$ cat src/rtl/uart_tx_ctrl.sv
// ---------------------------------------------------------------------------
// uart_tx_ctrl
//   Transmit-side frame controller and serializer for the UART. It accepts
//   parallel words over a valid/ready handshake and holds one pending word.
//   It puts start, data (LSB first), optional parity and stop bits on tx_out,
//   one bit per clk. clk is the TX baud clock.
//
// Ports
//   clk         in   TX baud clock; all state updates on posedge
//   rst         in   asynchronous, active-low reset
//   p_data      in   parallel word to transmit
//   data_valid  in   p_data is offered this cycle
//   data_ready  out  combinational; high when the hold buffer is empty
//   par_en      in   1 = insert parity bit; sampled when a frame loads
//   par_typ     in   0 = even, 1 = odd; sampled when a frame loads
//   tx_out      out  serial line, registered, idle high
//   busy        out  registered; high while a frame is on the line
//   tx_done     out  registered; high during the STOP bit cycle
//   o_dbg_state out  current FSM state (debug visibility)
//
// Handshake: a word transfers on every posedge where data_valid and
// data_ready are both high. data_ready depends only on internal state, never
// on data_valid. While data_ready is low, data_valid is ignored and p_data is
// not sampled.
// ---------------------------------------------------------------------------
module uart_tx_ctrl #(
    parameter int DATA_WIDTH = 8
) (
    input  logic                  clk,
    input  logic                  rst,
    input  logic [DATA_WIDTH-1:0] p_data,
    input  logic                  data_valid,
    output logic                  data_ready,
    input  logic                  par_en,
    input  logic                  par_typ,
    output logic                  tx_out,
    output logic                  busy,
    output logic                  tx_done,
    output logic [2:0]            o_dbg_state
);

    localparam int CW = (DATA_WIDTH > 1) ? $clog2(DATA_WIDTH) : 1;
    localparam logic [CW-1:0] LAST_BIT = CW'(DATA_WIDTH - 1);

    localparam logic [2:0] S_IDLE   = 3'd0;
    localparam logic [2:0] S_START  = 3'd1;
    localparam logic [2:0] S_DATA   = 3'd2;
    localparam logic [2:0] S_PARITY = 3'd3;
    localparam logic [2:0] S_STOP   = 3'd4;

    logic [2:0]            r_state;
    logic [DATA_WIDTH-1:0] r_shift;
    logic [CW-1:0]         r_bit_cnt;
    logic                  r_par_en;
    logic                  r_par_bit;
    logic [DATA_WIDTH-1:0] r_hold;
    logic                  r_hold_full;
    logic                  r_tx;
    logic                  r_busy;
    logic                  r_done;

    logic w_accept;
    logic w_mid_frame;

    assign data_ready  = ~r_hold_full;
    assign w_accept    = data_valid & ~r_hold_full;
    // Words accepted in these states go to the hold buffer; STOP bypasses
    // straight into the shifter and IDLE loads the shifter directly.
    assign w_mid_frame = (r_state == S_START) || (r_state == S_DATA) ||
                         (r_state == S_PARITY);

    assign tx_out      = r_tx;
    assign busy        = r_busy;
    assign tx_done     = r_done;
    assign o_dbg_state = r_state;

    // Outputs are registered and set on the edge that enters a state, so
    // tx_out always shows the bit belonging to the current state. The parity
    // bit is computed once at frame load from the captured word and par_typ.
    always_ff @(posedge clk or negedge rst) begin
        if (!rst) begin
            r_state     <= S_IDLE;
            r_shift     <= '0;
            r_bit_cnt   <= '0;
            r_par_en    <= 1'b0;
            r_par_bit   <= 1'b0;
            r_hold      <= '0;
            r_hold_full <= 1'b0;
            r_tx        <= 1'b1;
            r_busy      <= 1'b0;
            r_done      <= 1'b0;
        end else begin
            case (r_state)
                S_IDLE: begin
                    if (w_accept) begin
                        r_shift   <= p_data;
                        r_par_en  <= par_en;
                        r_par_bit <= (^p_data) ^ par_typ;
                        r_state   <= S_START;
                        r_tx      <= 1'b0;
                        r_busy    <= 1'b1;
                    end
                end
                S_START: begin
                    r_state   <= S_DATA;
                    r_bit_cnt <= '0;
                    r_tx      <= r_shift[0];
                    r_shift   <= r_shift >> 1;
                end
                S_DATA: begin
                    if (r_bit_cnt == LAST_BIT) begin
                        if (r_par_en) begin
                            r_state <= S_PARITY;
                            r_tx    <= r_par_bit;
                        end else begin
                            r_state <= S_STOP;
                            r_tx    <= 1'b1;
                            r_done  <= 1'b1;
                        end
                    end else begin
                        r_bit_cnt <= r_bit_cnt + 1'b1;
                        r_tx      <= r_shift[0];
                        r_shift   <= r_shift >> 1;
                    end
                end
                S_PARITY: begin
                    r_state <= S_STOP;
                    r_tx    <= 1'b1;
                    r_done  <= 1'b1;
                end
                S_STOP: begin
                    r_done <= 1'b0;
                    if (r_hold_full) begin
                        // Held word wins; data_ready is low so nothing new enters.
                        r_shift     <= r_hold;
                        r_par_en    <= par_en;
                        r_par_bit   <= (^r_hold) ^ par_typ;
                        r_hold_full <= 1'b0;
                        r_state     <= S_START;
                        r_tx        <= 1'b0;
                    end else if (data_valid) begin
                        r_shift   <= p_data;
                        r_par_en  <= par_en;
                        r_par_bit <= (^p_data) ^ par_typ;
                        r_state   <= S_START;
                        r_tx      <= 1'b0;
                    end else begin
                        r_state <= S_IDLE;
                        r_tx    <= 1'b1;
                        r_busy  <= 1'b0;
                    end
                end
                default: begin
                    r_state <= S_IDLE;
                    r_tx    <= 1'b1;
                    r_busy  <= 1'b0;
                    r_done  <= 1'b0;
                end
            endcase

            if (w_accept && w_mid_frame) begin
                r_hold      <= p_data;
                r_hold_full <= 1'b1;
            end
        end
    end

endmodule

$ cat config.mk
export PLATFORM = sky130hd
export DESIGN_NAME = uart_tx_ctrl
export DESIGN_NICKNAME = d
export VERILOG_FILES = /design/src/rtl/uart_tx_ctrl.sv
export SDC_FILE = /design/constraint.sdc
export NUM_CORES = 1
export LEC_CHECK = 0
export BUFFER_PORTS_ARGS = -buffer_cell sky130_fd_sc_hd__buf_2
export CAP_MARGIN = 20
export CELL_PAD_IN_SITES_DETAIL_PLACEMENT = 0
export CELL_PAD_IN_SITES_GLOBAL_PLACEMENT = 2
export CORE_MARGIN = 2
export CORE_UTILIZATION = 35
export DETAILED_ROUTE_END_ITERATION = 10
export GPL_TIMING_DRIVEN = 0
export PLACE_DENSITY = 0.85
export SYNTH_ARGS = -nofsm -noshare
export SYNTH_HDL_FRONTEND = slang
export SYNTH_SLANG_ARGS = --single-unit
$ cat constraint.sdc
create_clock -name clk -period 2.3 [get_ports clk]
set_input_delay 0.345 -clock clk [delete_from_list [all_inputs] [get_ports clk]]
set_output_delay 0.345 -clock clk [all_outputs]
set_load 0.005 [all_outputs]
==> results.cfg, run 1 <==
[status]
status = complete, no violations

[global_routing]
grt_pass1_wl_um = 5690
antenna_found_initial = 0
grt_max_degree = 29
grt_pass1_vias = 1151
grt.overflow.total = 0
track_usage_pct = 14.0

[layout]
design_area_mm2 = 0.00184
stdcell_count = 223
drive_gt1_share_pct = 27.5
nets = 187
diodes = 0
syn_to_final_growth_pct = 14.4

[synthesis]
synth.most_common_cell = dfrtp_1
syn_area_mm2 = 0.00160
synth-seq-area-share_pct = 43.8
synth-seq-cells = 28
synth_edf_count = 0
ys.flop_type = dfrtp_1
ys_warn_count = 0
syn-num-nets = 163
synth_top_cell_by_area = dfrtp_1
syn_avg_cell_area_um2 = 10.8
synth-async-reset-ratio_pct = 100
synth_top_cells_by_count = dfrtp_1 (27), mux2_2 (17), nor2_1 (12), o21ai_0 (11), nand2_1 (9)
yosysTopAreaCellShare_pct = 42.1
synth_area_leaders = dfrtp_1 (42%), mux2_2 (12%), a221o_1 (4.4%), xnor2_1 (3.8%), o21ai_0 (3.4%)
synthCells = 148
synth_cell_type_count = 35

[floorplanning]
io-pin-count = 20
fp-row-count = 24
floorplan.initialDensity_pct = 36.6
fp.dieH_um = 71.7
die_w_um = 71.7
core_mm2 = 0.00438
die-area_mm2 = 0.00514

[worst_setup_path]
crit_path_top_delay_cell = a2bb2oi_2
arrival_ns = 2.13
critical-path-top-delay-family = compound AO/OA/AOI/OAI gates
cp_num_buf_inv = 1
crit_chain = ha_1, ha_1, inv_1, nand3_1, a2bb2oi_2, mux2_2
crit_fanout = 8
cp_common_cell = ha_1
startpoint_type = flip-flop
path_class = flip-flop to flip-flop
max_stage_delay_ns = 0.44
cp-end-kind = flip-flop
critPathRequiredTime_ns = 2.47

[placement]
dp_hpwl_um = 2490
placed_area_mm2 = 0.00176
gp_congestion = 0.809
dp.cells = 219
port_buffers = 19

[detailed_routing]
wl_per_cell_um = 14.8
drc_errors = 0
ant_nets = 0
vias_per_cell = 5.17
firstDrtPassIters = 4
drt_wl_total_um = 3310
vias = 1154
drtIter0Drc = 46

[timing]
fin_worst_skew_ns = 0.00246
report.final.slew_viol_count = 0
max_slew_margin_pct = 57.2
post-route-min-period_ns = 1.96
fin_crit_sh_pct = 85.4
max_freq_mhz = 509
setup_viol = 0
finalSetupTns_ns = 0
rsz0062_at_grt = no
finalHoldViolations = 0
hold_slack_ns = 0.0797
tightestPinTransition_ns = 0.643

[clocking]
cts_root_buf = clkbuf_8
clockBufferDepth = 2
clock_sink_count = 28
cts_tree = done
ctsHoldBuffers = 0
numCtsBuffers = 3
postCtsResizedCells = 0
cts_setup_buffers = 0
insertion_delay_ns = 0.28
h-tree-depth = 1
clk_pin_slew_worst_paths_ns = 0.10

[power]
power_mw = 2.54
powerDensity_mw_per_mm2 = 1380
ir_worst_vdd_uv = 628
leakage_nw = 0.850

[run]
max-cap-violations = 0

[min_path]
worstHoldPathType = primary input to asynchronous set/reset pin
metal layers:
layer | vias to the layer above | global-route usage [%] | wire, µm
met1 | 562 | 18.8 | 1570
met3 | 2 | 3.66 | 109
met4 | 0 | 1.89 | 16
met5 | - | 0 | 0
li1 | 572 | - | -
met2 | 18 | 23.6 | 1610
power breakdown:
part           switching (mW)  leakage [nW]  internal [mW]
clock network           0.157        0.0357          0.233
logic                   0.568         0.475          0.704
registers               0.147         0.340          0.725
through the flow:
| step | setup WS [ns] | utilization, % |
|---|---|---|
| finish | 0.337 | 41.9 |
| global route | 0.196 | 41.9 |
| CTS | 0.294 | 41.9 |
| detailed placement | 0.302 | 40.2 |
| global placement | 0.335 | 40.2 |
| floorplan | 0.529 | - |
cell families after synthesis:
kind of cell / synth area share, %
AO/OA/AOI/OAI: 15.7
XOR/XNOR: 9.75
multiplexers: 13.2
AND/OR/NAND/NOR: 11.9
buffers and inverters: 4.13
flip-flops: 43.8
adder cells (fa/ha/maj): 1.56
placed cells by master (no fill, tap or decap), drive strengths merged, types with 7 or more instances in the layout:
| master | n |
|---|---|
| nand2 | 9 |
| and2 | 7 |
| mux2 | 17 |
| nor2 | 12 |
| xnor2 | 7 |
| dfrtp | 27 |
| buf | 23 |
| a21oi | 7 |
| o21ai | 11 |
| clkbuf | 7 |
| a221o | 7 |
worst reg2reg max path, delay by kind of cell (launching register included):
kind | cells | cell delay (ns)
muxes | 1 | 0.40
DFF | 1 | 0.39
adders and majority gates | 2 | 0.43
and+or+nand+nor | 1 | 0.13
AOI/OAI and AO/OA | 1 | 0.44
buffers and inverters | 1 | 0.08
state kept, by name, summed over array words and instances (netlist names):
signal,flops
r_hold_full,1
r_bit_cnt,3
o_dbg_state,3
tx_done,1
r_shift,8
r_par_bit,1
tx_out,1
r_par_en,1
busy,1
r_hold,8
path summary, 6_finish.rpt:
| check | from | endpoint | slack, ns | cells past startpoint |
|---|---|---|---|---|
| setup / recovery | r_bit_cnt[0] | r_shift[4] | 0.34 | 6 |
| hold / removal | rst | o_dbg_state[0] | 0.08 | 1 |
| setup reg to reg | r_bit_cnt[0] | r_shift[4] | 0.34 | 6 |
| hold reg to reg | tx_done | tx_done | 0.48 | 1 |
| max in group asynchronous | rst | r_bit_cnt[2] | 1.81 | 1 |
| min in group clk | par_en | r_par_en | 0.27 | 3 |
area by class of cell:
type,instances,area [µm²]
fillers,437,2550
multi-input cells,107,836
flip-flops and latches,28,702
repair buffers,19,95.1
well taps,52,65.1
plain buffers,8,47.5
clock buffers,3,41.3
clock inverters,1,30.0
inverters,5,18.8
Power figures use the tool's default switching activity.
==> inputs of run 2 (changes only) <==
- ABC_AREA: default -> 1
- CORE_UTILIZATION: 35 -> 33
- PLACE_DENSITY: 0.85 -> 0.89
==> run 2 against run 1 <==
First-iteration DRC count shrank 24%. Clock-buffer cell count grew 1. Total power grew 3.0%. Area after synthesis grew 7.5%. Die area grew 13%. Final cell count grew 44%. Combinational power grew 12%. Sequential share of layout area shrank 2.5 points. Critical endpoint is now r_shift[2]. Largest power group unchanged. Highest routed layer unchanged.
==> results.cfg, run 2 <==
[min_path]
worstHoldPathType = primary input to asynchronous set/reset pin

[worst_setup_path]
crit_path_top_delay_cell = dfrtp_1
r2r_cells = 8
cp.depth = 8
cp_num_buf_inv = 0
crit_chain = nor2_2, nand2_1, nand2_4, nor2_4, a21oi_4, o221ai_1, nand2_1, nand2_1
max_stage_delay_ns = 0.50
critPathRequiredTime_ns = 2.48
startpoint_type = flip-flop
arrival_ns = 1.83
reg2reg_to = r_shift[2]
reg2reg_from = o_dbg_state[2]
crit_fanout = 8
worstSetupEndpoint = r_shift[2]
cp_common_cell = nand2_1
r2r_slack_ns = 0.65
critical-path-top-delay-family = simple AND/OR/NAND/NOR gates
path_class = flip-flop to flip-flop
cp-end-kind = flip-flop
crit_start = o_dbg_state[2]

[timing]
setup_viol = 0
fin_worst_skew_ns = 0.00650
finalSetupTns_ns = 0
tightestPinTransition_ns = 0.641
report.final.slew_viol_count = 0
max_freq_mhz = 606
rsz0062_at_grt = no
post-route-min-period_ns = 1.65
worst_slack_ns = 0.650
finalHoldViolations = 0
max_slew_margin_pct = 57.3
fin_crit_sh_pct = 71.7

[synthesis]
ys_warn_count = 0
synth_edf_count = 0
ys.flop_type = dfrtp_1
syn-num-nets = 243
synth_cell_type_count = 34
synth-seq-cells = 28
synth_area_leaders = dfrtp_1 (39%), nand2_1 (17%), inv_1 (7.2%), nand3_1 (4.1%), o21ai_0 (4.1%)
syn_area_mm2 = 0.00172
synth.most_common_cell = nand2_1
yosysTopAreaCellShare_pct = 39.2
synthCells = 228
synth-async-reset-ratio_pct = 100
synth_top_cell_by_area = dfrtp_1
synth_top_cells_by_count = nand2_1 (80), inv_1 (33), dfrtp_1 (27), nand3_1 (14), o21ai_0 (14)
synth-seq-area-share_pct = 40.7
syn_avg_cell_area_um2 = 7.56

[layout]
top_regs = r_hold: 8 flops, r_shift: 8 flops
n_fill_cell = 572
mostFrequentLayoutCell = nand2_1
fin_util_pct = 38.7
syn_to_final_growth_pct = 13.8
drive_gt1_share_pct = 17.9
nets = 267
stdcell_count = 321
most-common-layout-cells = nand2_1 (80), inv_1 (33), dfrtp_1 (27), buf_2 (20)
diodes = 0

[global_routing]
grt_max_degree = 29
antenna_found_initial = 0
track_usage_pct = 14.5
grt_pass1_vias = 1437
grt.overflow.total = 0
grt_pass1_wl_um = 6730

[clocking]
cts_tree = done
h-tree-depth = 1
clock_sink_count = 28
numCtsBuffers = 3
insertion_delay_ns = 0.28
cts_setup_buffers = 0
postCtsResizedCells = 0
clk_pin_slew_worst_paths_ns = 0.10
clockBufferDepth = 2
ctsHoldBuffers = 0
cts_root_buf = clkbuf_8

[placement]
port_buffers = 19
dp_hpwl_um = 2900
dp.cells = 317
post-place-ws_ns = 0.670
gp_congestion = 0.732

[detailed_routing]
drc_errors = 0
firstDrtPassIters = 4
ant_nets = 0
wl_per_cell_um = 11.4
drtIter0Drc = 35
vias_per_cell = 4.40
drt_wl_total_um = 3660
vias = 1414

[floorplanning]
io-pin-count = 20
die_w_um = 76.3
die-area_mm2 = 0.00582
core_mm2 = 0.00507
floorplan.initialDensity_pct = 34.0
fp-row-count = 26
fp.dieH_um = 76.3

[run]
max-cap-violations = 0

[power]
leakage_nw = 1.02
powerDensity_mw_per_mm2 = 1330
ir_worst_vdd_uv = 337

[status]
status = complete, no violations
==> run 2: kinds of logic after synthesis <==
| kind of cell | after synthesis | share of synthesized area, % |
|---|---|---|
| AO/OA/AOI/OAI | 33 | 13.0 |
| XOR/XNOR | 5 | 2.54 |
| adder cells (fa/ha/maj) | 2 | 1.45 |
| buffers and inverters | 38 | 9.00 |
| flip-flops | 28 | 40.7 |
| AND/OR/NAND/NOR | 122 | 33.3 |
==> run 2: cell type report <==
class / count / area (µm²) / area share, %
Buffer: 2 / 10.0 / 0.510
Clock buffer: 4 / 55.1 / 2.81
Inverter: 36 / 145 / 7.40
Multi-Input combinational cell: 162 / 867 / 44.2
Sequential cell: 28 / 702 / 35.8
Tap cell: 70 / 87.6 / 4.46
Timing Repair Buffer: 19 / 95.1 / 4.85
==> run 2: report_power, final <==
| part | internal, mW | switching [mW] |
|---|---|---|
| combinational | 0.530 | 0.887 |
| clock | 0.154 | 0.161 |
| sequential | 0.718 | 0.162 |
| total | 1.40 | 1.21 |
==> run 2: worst min-delay path by stage <==
stage,start,end,slack (ns),cells past startpoint
2_1_floorplan,rst,busy,0.05,0
3_3_place_gp,rst,r_shift[6],0.41,1
3_5_place_dp,rst,r_shift[6],0.41,1
4_1_cts,rst,r_hold[0],0.1,1
5_1_grt,rst,r_shift[6],0.13,1
6_report,rst,r_hold[0],0.08,1
==> run 2: worst register-to-register path: stages, from the launching register on <==
cell and delay [ns]:
dfrtp_1 0.50, nor2_2 0.19, nand2_1 0.10, nand2_4 0.14, nor2_4 0.06, a21oi_4 0.24
o221ai_1 0.17, nand2_1 0.09, nand2_1 0.05
==> run 2: layer usage <==
layer	vias to the layer above	track usage, %	wire [µm]
met4	0	7.09	87
met2	10	22.5	1560
met5	-	0	0
met1	625	20.2	1970
li1	774	-	-
met3	5	1.42	43
==> run 2: metrics by stage <==
stage	hold slack (ns)	cell area, µm²	power (mW)
6_report	0.0784	1960	2.61
5_1_grt	0.130	1960	2.92
4_1_cts	0.0966	1960	2.65
3_5_place_dp	0.408	1910	2.33
3_3_place_gp	0.413	1910	2.31
2_1_floorplan	0.0494	1720	2.00
==> inputs of run 3 (changes only) <==
- CORE_UTILIZATION: 33 -> 30
- PLACE_DENSITY: 0.89 -> 0.86
- clock period: 2.3 -> 1.35 ns (I/O delays scaled with it)
==> run 3 against run 2 <==
The run now ends with negative setup slack left. Non-clock buffer count rose by 23. Clock-buffer cell count fell by 1. Final cell count rose by 7.8%. Core utilization rose by 3.5 points. Clock power rose by 110%. Critical endpoint is now r_shift[6]. Register-to-register slack got worse by 0.77 ns.
==> results.cfg, run 3 (synthesized netlist as in run 2, its figures left out) <==
[power]
leakage_nw = 1.16
powerDensity_mw_per_mm2 = 2400
ir_worst_vdd_uv = 709

[clocking]
clk_pin_slew_worst_paths_ns = 0.10
h-tree-depth = 1
numCtsBuffers = 3
insertion_delay_ns = 0.28
cts_root_buf = clkbuf_8
clockBufferDepth = 2
cts_tree = done
clock_sink_count = 28

[floorplanning]
die-area_mm2 = 0.00637
fp.dieH_um = 79.8
core_mm2 = 0.00554
die_w_um = 79.8
fp-row-count = 27
io-pin-count = 20
floorplan.initialDensity_pct = 31.1

[worst_setup_path]
r2r_cells = 10
crit_chain = buf_12, clkinvlp_4, nor2_8, nand3_4, nand2_4, nor2_4, nand2_8, inv_8, nand2_1, nand2_1
crit_path_top_delay_cell = dfrtp_2
cp-end-kind = flip-flop
path_class = flip-flop to flip-flop
arrival_ns = 1.65
max_stage_delay_ns = 0.46
r2r_slack_ns = -0.12
crit_start = o_dbg_state[2]
critPathRequiredTime_ns = 1.53
crit_fanout = 9
startpoint_type = flip-flop
reg2reg_to = r_shift[6]
cp_common_cell = nand2_1
reg2reg_from = o_dbg_state[2]
worstSetupEndpoint = r_shift[6]

[global_routing]
grt_pass1_wl_um = 6810
track_usage_pct = 13.5
grt_pass1_vias = 1479
grt_max_degree = 29
grt.overflow.total = 0
antenna_found_initial = 0

[detailed_routing]
firstDrtPassIters = 4
met1_length_um = 2060
ant_nets = 0
wl_met2_um = 1820
drtIter0Drc = 78
vias = 1561
met3RoutedLength_um = 97
drt_wl_total_um = 4020
vias_per_cell = 4.51
wl_per_cell_um = 11.6
top_layer = met4
drc_errors = 0

[layout]
drive_gt1_share_pct = 33.9
mostFrequentLayoutCell = nand2_1
syn_to_final_growth_pct = 35.6
n_fill_cell = 582
top_regs = r_hold: 8 flops, r_shift: 8 flops
stdcell_count = 346
most-common-layout-cells = nand2_1 (78), inv_1 (27), dfrtp_1 (24), buf_2 (19), buf_4 (18)
nets = 290
diodes = 0
fin_util_pct = 42.2

[placement]
dp.cells = 319
gp_congestion = 0.744
port_buffers = 19
dp_hpwl_um = 2880

[timing]
rsz0062_at_grt = yes
fin_crit_sh_pct = 109
worst_slack_ns = -0.124
setup_viol = 23
post-route-min-period_ns = 1.47
hold_slack_ns = 0.134
fin_worst_skew_ns = 0.00647
max_freq_mhz = 679
tightestPinTransition_ns = 0.641
finalHoldViolations = 0
report.final.slew_viol_count = 0
max_slew_margin_pct = 57.3

[status]
violations = negative setup slack
status = finished with violations

[run]
max-cap-violations = 0

[min_path]
worstHoldPathType = primary input to flip-flop
==> run 3: worst min path at each step <==
stage | start | endpoint | cells after the start
global placement | rst | r_hold[5] | 1
detailed placement | rst | r_hold[5] | 1
finish | par_en | r_par_en | 3
global route | par_en | r_par_en | 3
floorplan | rst | busy | 0
CTS | par_en | r_par_en | 3
==> run 3: final cells by class <==
type | count | area [µm²] | share of cell area (%)
clock buffer | 3 | 41.3 | 1.77
timing repair buffer | 42 | 303 | 12.9
inverter | 36 | 151 | 6.47
clock inverter | 1 | 30.0 | 1.28
tap | 72 | 90.1 | 3.85
multi-input combinational | 162 | 1000 | 42.9
sequential | 28 | 706 | 30.2
buffer | 2 | 15.0 | 0.642
==> run 3: per-layer routing <==
layer	vias to the layer above	global-route usage [%]
met3	2	1.81
met5	-	0
met2	18	21.2
met1	718	19.3
li1	823	-
met4	0	4.07
==> run 3: worst max-delay path, delay by kind of cell, from the launching register on <==
| family | cells | cell delay [ns] |
|---|---|---|
| DFF | 1 | 0.46 |
| buffers and inverters | 3 | 0.30 |
| and+or+nand+nor | 7 | 0.60 |
==> run 3: metrics by stage <==
step | power [mW] | cell area [µm²] | setup slack [ns] | setup TNS, ns
after global routing | 6.10 | 2340 | -0.219 | -3.82
final | 5.62 | 2340 | -0.124 | -1.82
after detailed placement | 3.99 | 1920 | -0.274 | -4.96
after CTS | 5.29 | 2220 | -0.148 | -2.02
after floorplan | 3.42 | 1730 | -0.0672 | -0.538
after global placement | 3.97 | 1920 | -0.289 | -5.01
==> run 3: timing repair <==
item | 4_1_cts | 5_1_grt
pin swaps | 8 | 10
hold buffers | 1 | 0
gates resized for setup | 19 | 23
endpoints found under the hold margin | 27 | 0
setup endpoints to repair | 28 | 28
buffers inserted | 18 | 4
==> run 3: power by group <==
| group | switching [mW] | internal [mW] |
|---|---|---|
| clock network | 0.276 | 0.397 |
| registers | 0.286 | 1.23 |
| logic | 1.87 | 1.56 |
